### config.mk
export PLATFORM = sky130hd
export DESIGN_NAME = bus_arbiter
export DESIGN_NICKNAME = d
export VERILOG_FILES = /design/src/rtl/bus_arbiter_pkg.sv /design/src/rtl/bus_arbiter_arb_select.sv /design/src/rtl/bus_arbiter.sv
export SDC_FILE = /design/constraint.sdc
export NUM_CORES = 1
export LEC_CHECK = 0
export CORE_UTILIZATION = 40
export DETAILED_ROUTE_END_ITERATION = 10
export DONT_BUFFER_PORTS = 1
export RECOVER_POWER = 25
export SYNTH_ARGS = -nofsm -noshare
export SYNTH_HDL_FRONTEND = slang
export SYNTH_HIERARCHICAL = 1
export SYNTH_SLANG_ARGS = --single-unit
### constraint.sdc
create_clock -name clk -period 5.85 [get_ports clk]
set_clock_uncertainty 0.2 [all_clocks]
set_input_delay 1.17 -clock clk [delete_from_list [all_inputs] [get_ports clk]]
set_output_delay 1.17 -clock clk [all_outputs]
set_load 0.02 [all_outputs]
### src/rtl/bus_arbiter_pkg.sv
// Shared definitions for the two-master bus arbiter: bus widths, direction codes,
// master identifiers and the arbiter state encoding.
package bus_arbiter_pkg;

    localparam int BUS_ADDR_WIDTH = 16;
    localparam int BUS_DATA_WIDTH = 16;

    localparam logic RW_READ  = 1'b1;
    localparam logic RW_WRITE = 1'b0;

    localparam logic ARB_M0 = 1'b0;
    localparam logic ARB_M1 = 1'b1;

    typedef enum logic [1:0] {
        ARB_IDLE   = 2'd0,
        ARB_ACCESS = 2'd1,
        ARB_RESP   = 2'd2
    } arb_state_e;

endpackage

### src/rtl/bus_arbiter_arb_select.sv
// Combinational winner selection: round-robin between m0/m1 with a cap on how many
// consecutive grants one master may take while the other is waiting.
module arb_select
    import bus_arbiter_pkg::*;
#(
    parameter int MAX_BURST = 4,
    parameter int BW        = $clog2(MAX_BURST + 1)
) (
    input  logic          m0_req,
    input  logic          m1_req,
    input  logic          last,
    input  logic [BW-1:0] burst_cnt,
    output logic          valid,
    output logic          winner,
    output logic [BW-1:0] next_burst_cnt
);

    localparam logic [BW-1:0] BURST_MAX = BW'(MAX_BURST);

    always_comb begin
        valid  = m0_req | m1_req;
        winner = ARB_M0;
        // A zero count (fresh from reset) means no burst is in progress, so the tie goes to !last.
        if (m0_req && m1_req) begin
            winner = ((burst_cnt != '0) && (burst_cnt < BURST_MAX)) ? last : ~last;
        end else if (m1_req) begin
            winner = ARB_M1;
        end

        if (winner == last) begin
            next_burst_cnt = (burst_cnt >= BURST_MAX) ? BURST_MAX : burst_cnt + BW'(1);
        end else begin
            next_burst_cnt = BW'(1);
        end
    end

endmodule

### src/rtl/bus_arbiter.sv
// Two-master bus arbiter and sequencer: grants the shared device bus, holds each access
// for ACCESS_CYCLES cycles, then returns a registered ack (and read data) to the owner.
module bus_arbiter
    import bus_arbiter_pkg::*;
#(
    parameter int ADDR_WIDTH    = BUS_ADDR_WIDTH,
    parameter int DATA_WIDTH    = BUS_DATA_WIDTH,
    parameter int ACCESS_CYCLES = 2,
    parameter int MAX_BURST     = 4
) (
    input  logic                  clk,
    input  logic                  reset,
    input  logic                  m0_req,
    input  logic [ADDR_WIDTH-1:0] m0_addr,
    input  logic [DATA_WIDTH-1:0] m0_wdata,
    input  logic                  m0_rw_,
    input  logic                  m1_req,
    input  logic [ADDR_WIDTH-1:0] m1_addr,
    input  logic [DATA_WIDTH-1:0] m1_wdata,
    input  logic                  m1_rw_,
    output logic                  m0_gnt,
    output logic                  m0_ack,
    output logic [DATA_WIDTH-1:0] m0_rdata,
    output logic                  m1_gnt,
    output logic                  m1_ack,
    output logic [DATA_WIDTH-1:0] m1_rdata,
    output logic [ADDR_WIDTH-1:0] bus_addr,
    output logic [DATA_WIDTH-1:0] bus_idata,
    output logic                  bus_rw_,
    input  logic [DATA_WIDTH-1:0] bus_odata
);

    localparam int BW = $clog2(MAX_BURST + 1);
    localparam int CW = (ACCESS_CYCLES > 1) ? $clog2(ACCESS_CYCLES) : 1;

    arb_state_e            state_q, state_d;
    logic                  last_q, last_d;
    logic [BW-1:0]         burst_q, burst_d;
    logic [CW-1:0]         cyc_q, cyc_d;
    logic                  m0_gnt_q, m0_gnt_d, m1_gnt_q, m1_gnt_d;
    logic                  m0_ack_q, m0_ack_d, m1_ack_q, m1_ack_d;
    logic [DATA_WIDTH-1:0] m0_rdata_q, m0_rdata_d, m1_rdata_q, m1_rdata_d;
    logic [ADDR_WIDTH-1:0] bus_addr_q, bus_addr_d;
    logic [DATA_WIDTH-1:0] bus_idata_q, bus_idata_d;
    logic                  bus_rw_q, bus_rw_d;

    logic                  sel_valid, sel_winner;
    logic [BW-1:0]         sel_burst;

    arb_select #(.MAX_BURST(MAX_BURST), .BW(BW)) u_select (
        .m0_req         (m0_req),
        .m1_req         (m1_req),
        .last           (last_q),
        .burst_cnt      (burst_q),
        .valid          (sel_valid),
        .winner         (sel_winner),
        .next_burst_cnt (sel_burst)
    );

    always_comb begin
        state_d     = state_q;
        last_d      = last_q;
        burst_d     = burst_q;
        cyc_d       = cyc_q;
        m0_gnt_d    = m0_gnt_q;
        m1_gnt_d    = m1_gnt_q;
        m0_ack_d    = 1'b0;
        m1_ack_d    = 1'b0;
        m0_rdata_d  = m0_rdata_q;
        m1_rdata_d  = m1_rdata_q;
        bus_addr_d  = bus_addr_q;
        bus_idata_d = bus_idata_q;
        bus_rw_d    = bus_rw_q;

        case (state_q)
            ARB_IDLE: begin
                if (sel_valid) begin
                    state_d = ARB_ACCESS;
                    last_d  = sel_winner;
                    burst_d = sel_burst;
                    cyc_d   = CW'(ACCESS_CYCLES - 1);
                    if (sel_winner == ARB_M1) begin
                        bus_addr_d  = m1_addr;
                        bus_idata_d = m1_wdata;
                        bus_rw_d    = m1_rw_;
                        m1_gnt_d    = 1'b1;
                    end else begin
                        bus_addr_d  = m0_addr;
                        bus_idata_d = m0_wdata;
                        bus_rw_d    = m0_rw_;
                        m0_gnt_d    = 1'b1;
                    end
                end
            end
            ARB_ACCESS: begin
                if (cyc_q != '0) begin
                    cyc_d = cyc_q - CW'(1);
                end else begin
                    // last_q still names the owner of the access being completed.
                    if (bus_rw_q == RW_READ) begin
                        if (last_q == ARB_M1) m1_rdata_d = bus_odata;
                        else                  m0_rdata_d = bus_odata;
                    end
                    if (last_q == ARB_M1) m1_ack_d = 1'b1;
                    else                  m0_ack_d = 1'b1;
                    m0_gnt_d    = 1'b0;
                    m1_gnt_d    = 1'b0;
                    bus_addr_d  = '0;
                    bus_idata_d = '0;
                    bus_rw_d    = RW_READ;
                    state_d     = ARB_RESP;
                end
            end
            ARB_RESP: state_d = ARB_IDLE;
            default:  state_d = ARB_IDLE;
        endcase
    end

    always_ff @(posedge clk) begin
        if (reset) begin
            state_q     <= ARB_IDLE;
            last_q      <= ARB_M1;
            burst_q     <= '0;
            cyc_q       <= '0;
            m0_gnt_q    <= 1'b0;
            m1_gnt_q    <= 1'b0;
            m0_ack_q    <= 1'b0;
            m1_ack_q    <= 1'b0;
            m0_rdata_q  <= '0;
            m1_rdata_q  <= '0;
            bus_addr_q  <= '0;
            bus_idata_q <= '0;
            bus_rw_q    <= RW_READ;
        end else begin
            state_q     <= state_d;
            last_q      <= last_d;
            burst_q     <= burst_d;
            cyc_q       <= cyc_d;
            m0_gnt_q    <= m0_gnt_d;
            m1_gnt_q    <= m1_gnt_d;
            m0_ack_q    <= m0_ack_d;
            m1_ack_q    <= m1_ack_d;
            m0_rdata_q  <= m0_rdata_d;
            m1_rdata_q  <= m1_rdata_d;
            bus_addr_q  <= bus_addr_d;
            bus_idata_q <= bus_idata_d;
            bus_rw_q    <= bus_rw_d;
        end
    end

    assign m0_gnt    = m0_gnt_q;
    assign m1_gnt    = m1_gnt_q;
    assign m0_ack    = m0_ack_q;
    assign m1_ack    = m1_ack_q;
    assign m0_rdata  = m0_rdata_q;
    assign m1_rdata  = m1_rdata_q;
    assign bus_addr  = bus_addr_q;
    assign bus_idata = bus_idata_q;
    assign bus_rw_   = bus_rw_q;

endmodule

[Word-level counts from Yosys, hierarchy flattened]
Index checks and enable logic that the tools add are counted.
Storage, ports and cells
  register bits after elaboration: 76
  bits of input ports: 86
  word-level logic and storage cells: 72
Cells by class
  add/sub/neg operators: 2
  $lt $le $gt $ge: 2
  eq/ne operators: 6
  multiplexer cells: 31
  bitwise operators: 4
  reductions and logical operators: 14
Operator list (number)
  $mux 16: 5
  $pmux 16 s2: 2
  $reduce_and 4->1: 4
  $mux 1: 15
  $ne 2x2->1 const B: 4
  $pmux 1 s2: 4
  $mux 3: 2
  $reduce_and 2->1: 3
  $mux 2: 2
  $pmux 2 s2: 1
  $add 3x1->3 const B: 1
  $ge 3x3->1 const B: 1
  $lt 3x3->1 const B: 1
  $not 1->1: 3
  $reduce_and 3->1: 1
  $reduce_bool 3->1: 1
  $reduce_or 3->1: 1
  $eq 2x1->1 const B: 1
  $logic_and 1x1->1: 2
  $logic_not 2->1: 1
  $reduce_bool 2->1: 1
  $eq 1x1->1: 1
  $or 1x1->1: 1
  $sub 1x1->1 const B: 1

[Depth between registers and ports, before layout]
  word-level depth: 7
  gate-level depth with buffers: 9
  mapped depth without buffers: 7

[Hierarchy]
The synthesis kept the hierarchy.
By module, submodules not included
  bus_arbiter: instances 1, cells each 318, area each 3415.8 sq um, sequential area each 1521.5 sq um
  arb_select: instances 1, cells each 18, area each 132.6 sq um, sequential area each 0.0 sq um

[Least setup slack after synthesis]
No wires, ideal clock.
  kind: input to register
  from: in m0_req
  to: reg bus_idata_q[5] (netlist: bus_idata[5])
  setup time: 0.140 ns
  arrival: 2.510 ns
  required time: 5.510 ns
  slack: 2.999 ns
  cell stages on the path: 7
  path buffers: 3
  cell sequence: or4b_1 and3_1 buf_4 buf_6 buf_2 mux2i_1 o32ai_2
Between the ends
  longest elaborated chain between the ends: 5
  elaborated cells between the ends (all ways): 8
Ends and longest elaborated chain
  from (decl): RTL line bus_arbiter.sv:13  | input logic m0_req,
  $logic_and 1x1->1: RTL line bus_arbiter_arb_select.sv:24  | if (m0_req && m1_req) begin
  $mux 1: RTL line bus_arbiter_arb_select.sv:24
  via sel_winner: RTL line bus_arbiter.sv:47  | logic sel_valid, sel_winner;
  $mux 16: RTL line bus_arbiter.sv:82  | if (sel_winner == ARB_M1) begin
  $mux 16: RTL line bus_arbiter.sv:77  | if (sel_valid) begin
  $pmux 16 s2: RTL line bus_arbiter.sv:75  | case (state_q)
  to (signal assigned): RTL line bus_arbiter.sv:146  | bus_idata_q <= bus_idata_d;
  to (decl): RTL line bus_arbiter.sv:44  | logic [DATA_WIDTH-1:0] bus_idata_q, bus_idata_d;
The timed path passes the listed nets, and every way through them passes these cells. The select of a mux whose other input is x is not followed.
A chain may end at the register's enable or synchronous reset.

[Final worst setup path]
  from: in m1_req
  to: reg bus_rw_q (netlist: bus_rw_)
Between the ends
  longest elaborated chain between the ends: 5
  elaborated cells between the ends (all ways): 9
Ends and longest elaborated chain
  from (decl): RTL line bus_arbiter.sv:17  | input logic m1_req,
  $mux 1 or $logic_and 1x1->1 (tied branches): RTL line bus_arbiter_arb_select.sv:26, bus_arbiter_arb_select.sv:24
  $mux 1: RTL line bus_arbiter_arb_select.sv:24
  $mux 1: RTL line bus_arbiter.sv:82
  $mux 1: RTL line bus_arbiter.sv:77
  $pmux 1 s2: RTL line bus_arbiter.sv:75
  to (signal assigned): RTL line bus_arbiter.sv:147  | bus_rw_q <= bus_rw_d;
  to (decl): RTL line bus_arbiter.sv:45  | logic bus_rw_q, bus_rw_d;
Several ways; a longest one is shown, not always the timed one. The select of a mux whose other input is x is not followed.

==> reports/qor.tcl <==
set qor(min_path_type) {flop to flop}
set qor(average_instance_area_after_synthesis_um2) 10.6
set qor(cp-startpoint) {m1_req}
set qor(fin_util) 0.442
set qor(final_cell_area_um2) 3700
set qor(clk_transition_reported_paths_ns) 0.07
set qor(synthesis.yosys.warnings) 6
set qor(min-delay-start) {burst_q[1]$_SDFFE_PP0P_}
set qor(max-vdd-ir-drop_uv) 153
set qor(drive_gt1_frac) 0.168
set qor(power.density_cell_area_nw_per_um2) 341
set qor(hpwlAfterDp_mm) 4.99
set qor(synth_ff_type) {dfxtp_1}
set qor(number_of_buffers_added_for_setup_after_cts) 0
set qor(end_kind) {flop}
set qor(maxClockFrequency_ghz) 0.353
set qor(num_io_pins) 155
set qor(max_slew.worst_pin.slew_ns) 1.07
set qor(standard_cell_rows) 33
set qor(globalRoute.totalOverflow) 0
set qor(synth_seq_cells) 76
set qor(cell_internal_pwr_mw) 0.892
set qor(clockBufferDepth) 2
set qor(die-height_um) 96.2
set qor(cts_root_buffer) {clkbuf_8}
set qor(cts_resized) 0
set qor(totalPowerFinal_mw) 1.26
set qor(synth_area_um2) 3550
set qor(power.clock.fraction) 0.350
set qor(timing.setup.critical_path_class) {input pin to flop}
set qor(postSynth.asyncResetShare) 0
set qor(finalHoldViolations) 0
set qor(first_pass_drt_iterations) 4
set qor(sequential_element_share_of_the_synthesized_area) 0.429
set qor(cts_tree) {built}
set qor(outcome) {complete, no violations}
set qor(htreeDepth) 3
set qor(drc) 0
set qor(floorplan.core_area_um2) 8380
set qor(netlist_instances) 336
set qor(synthDistinctLibCells) 43
set qor(sw_pwr_mw) 0.370
set qor(detailed_place.area_um2) 3500
set qor(syn-num-nets) 424
set qor(drt_iter0_markers) 67
set qor(comb_power_share) 0.142
set qor(minimum_clock_period_ns) 2.84
set qor(startpoint_of_the_most_critical_register_to_register_path) {burst_q[0]$_SDFFE_PP0P_}
set qor(crit_arrival_ns) 2.86
set qor(power_switching_share) 0.293
set qor(grt_use_total) 0.155
set qor(first_global_vias) 2251
set qor(viasPerCell) 5.29
set qor(cts-buffers-inserted) 9
set qor(critical_path.startpoint_type) {input pin}
set qor(finish.net_count) 410
set qor(worstPathMaxFanout) 25
set qor(route.vias.total) 2287
set qor(timing.final.setup_violations) 0
set qor(routability_congestion_estimate_from_global_placement) 0.688
set qor(synth_enable_flop_cells) 0
set qor(place.port_buffers) 0
set qor(numClockSinks) 76
set qor(clk_latency_ns) 0.33
set qor(cts-hold-fix-buffers) 0
set qor(layout_worst_path_cycle_share) 0.485
set qor(unrepaired_setup_endpoints_after_global_routing) {no}
set qor(fp.dieArea_um2) 9250
set qor(largest_net_degree_at_the_start_of_global_routing) 69
set qor(die_width_um) 96.2
set qor(final_antenna_net_count) 0
set qor(cp_data_required_time_ns) 5.88
set qor(route.detailed.wl_per_inst_um) 16.5
set qor(detailed_route_wl_mm) 7.14
set qor(grt_pass1_wl_mm) 10.8
set qor(final.setup.tns_ns) 0
set qor(max-slew-margin-rel) 0.287
set qor(max_cap_violations) 0
set qor(initial_antenna_violation_count) 0
set qor(area_overhead_vs_synth_pct) 4.41
set qor(seq_power_share) 0.509
set qor(insertedDiodeCount) 0
set qor(power.static_leakage_nw) 1.43
set qor(final_max_slew_viol_count) 0
set qor(initial_utilization) 0.423
## registers in the layout, summed over array words and instances (netlist names), 2 cells and up
name	cells
burst_q	3
bus_addr	16
bus_idata	16
m0_rdata	16
m1_rdata	16
state_q	2
## layout by cell type, fill, tap and decap left out, types with 2 or more instances in the layout
cell type / count
dfxtp_1: 76
mux2i_1: 67
nand2_1: 57
inv_1: 26
o32ai_2: 20
clkbuf_8: 10
mux2_2: 9
nand3_1: 8
nor2_1: 6
nand2b_1: 4
o32ai_1: 4
nor2b_1: 3
clkinvlp_4: 3
o21ai_0: 2
a211oi_1: 2
bufinv_16: 2
a311oi_1: 2
ha_1: 2
## per-stage QoR
| step | hold WS [ns] | setup slack (ns) | std cells |
|---|---|---|---|
| finish | 0.348 | 3.01 | 432 |
| global route | 0.384 | 2.91 | 432 |
| CTS | 0.357 | 3.15 | 432 |
| detailed placement | 0.333 | 2.78 | 416 |
| global placement | 0.330 | 2.83 | 416 |
| floorplan | 0.287 | 3.00 | 336 |
## per-layer routing
layer	share of wire	track usage	vias to the layer above
met4	0.014	0.0709	0
met1	0.39	0.169	1056
li1	-	-	1138
met3	0.086	0.0521	9
met2	0.51	0.269	84
met5	0	0	-
## synth_stat cells (3+ instances only)
cell / n / area share
nand2_1: 57 / 0.060
mux2_2: 9 / 0.029
nand2b_1: 3 / 0.0053
o32ai_2: 20 / 0.092
inv_1: 27 / 0.029
nand3_1: 8 / 0.011
mux2i_1: 67 / 0.19
buf_4: 9 / 0.019
nor2b_1: 3 / 0.0053
clkbuf_1: 5 / 0.0053
nor2_1: 6 / 0.0063
buf_6: 6 / 0.019
buf_1: 3 / 0.0032
dfxtp_1: 76 / 0.43
o32ai_1: 4 / 0.0099
## worst paths after layout
check | to | slack [ns] | depth (start not counted)
hold / removal | burst_q[1]$_SDFFE_PP0P_ | 0.35 | 2
setup reg to reg | bus_idata[13]$_SDFFE_PP0P_ | 3.23 | 7
setup / recovery | bus_rw_$_SDFFE_PP1P_ | 3.01 | 4
hold reg to reg | burst_q[1]$_SDFFE_PP0P_ | 0.35 | 2
## kinds of logic (layout without fill, tap and decap cells)
group | count (synthesis) | in the layout | synth area share
AO/OA/AOI/OAI | 37 | 37 | 0.133
multiplexers | 76 | 76 | 0.218
buffers and inverters | 53 | 44 | 0.0822
flip-flops | 76 | 76 | 0.429
adder cells (fa/ha/maj) | 2 | 2 | 0.00705
AND/OR/NAND/NOR | 92 | 92 | 0.131
## critical path, stage by stage
cell     delay [ns]
or2_2          0.11
nor3b_1        0.84
nand2_4        0.44
o32a_1         0.30
## cell type report
| cell class | instances | area (µm²) |
|---|---|---|
| Fill cell | 818 | 4680 |
| Timing Repair Buffer | 1 | 7.51 |
| Clock inverter | 6 | 87.6 |
| Multi-Input combinational cell | 207 | 1720 |
| Sequential cell | 76 | 1520 |
| Clock buffer | 10 | 138 |
| Inverter | 27 | 101 |
| Tap cell | 105 | 131 |
## power groups by stage
| stage | registers [mW] | clock network [mW] | logic [mW] |
|---|---|---|---|
| floorplan | 0.641 | 0 | 0.181 |
| global placement | 0.655 | 0 | 0.179 |
| detailed placement | 0.656 | 0 | 0.184 |
| CTS | 0.644 | 0.457 | 0.184 |
| global route | 0.649 | 0.477 | 0.198 |
| finish | 0.642 | 0.441 | 0.179 |
Note: power is estimated with default switching activity, not from simulation.
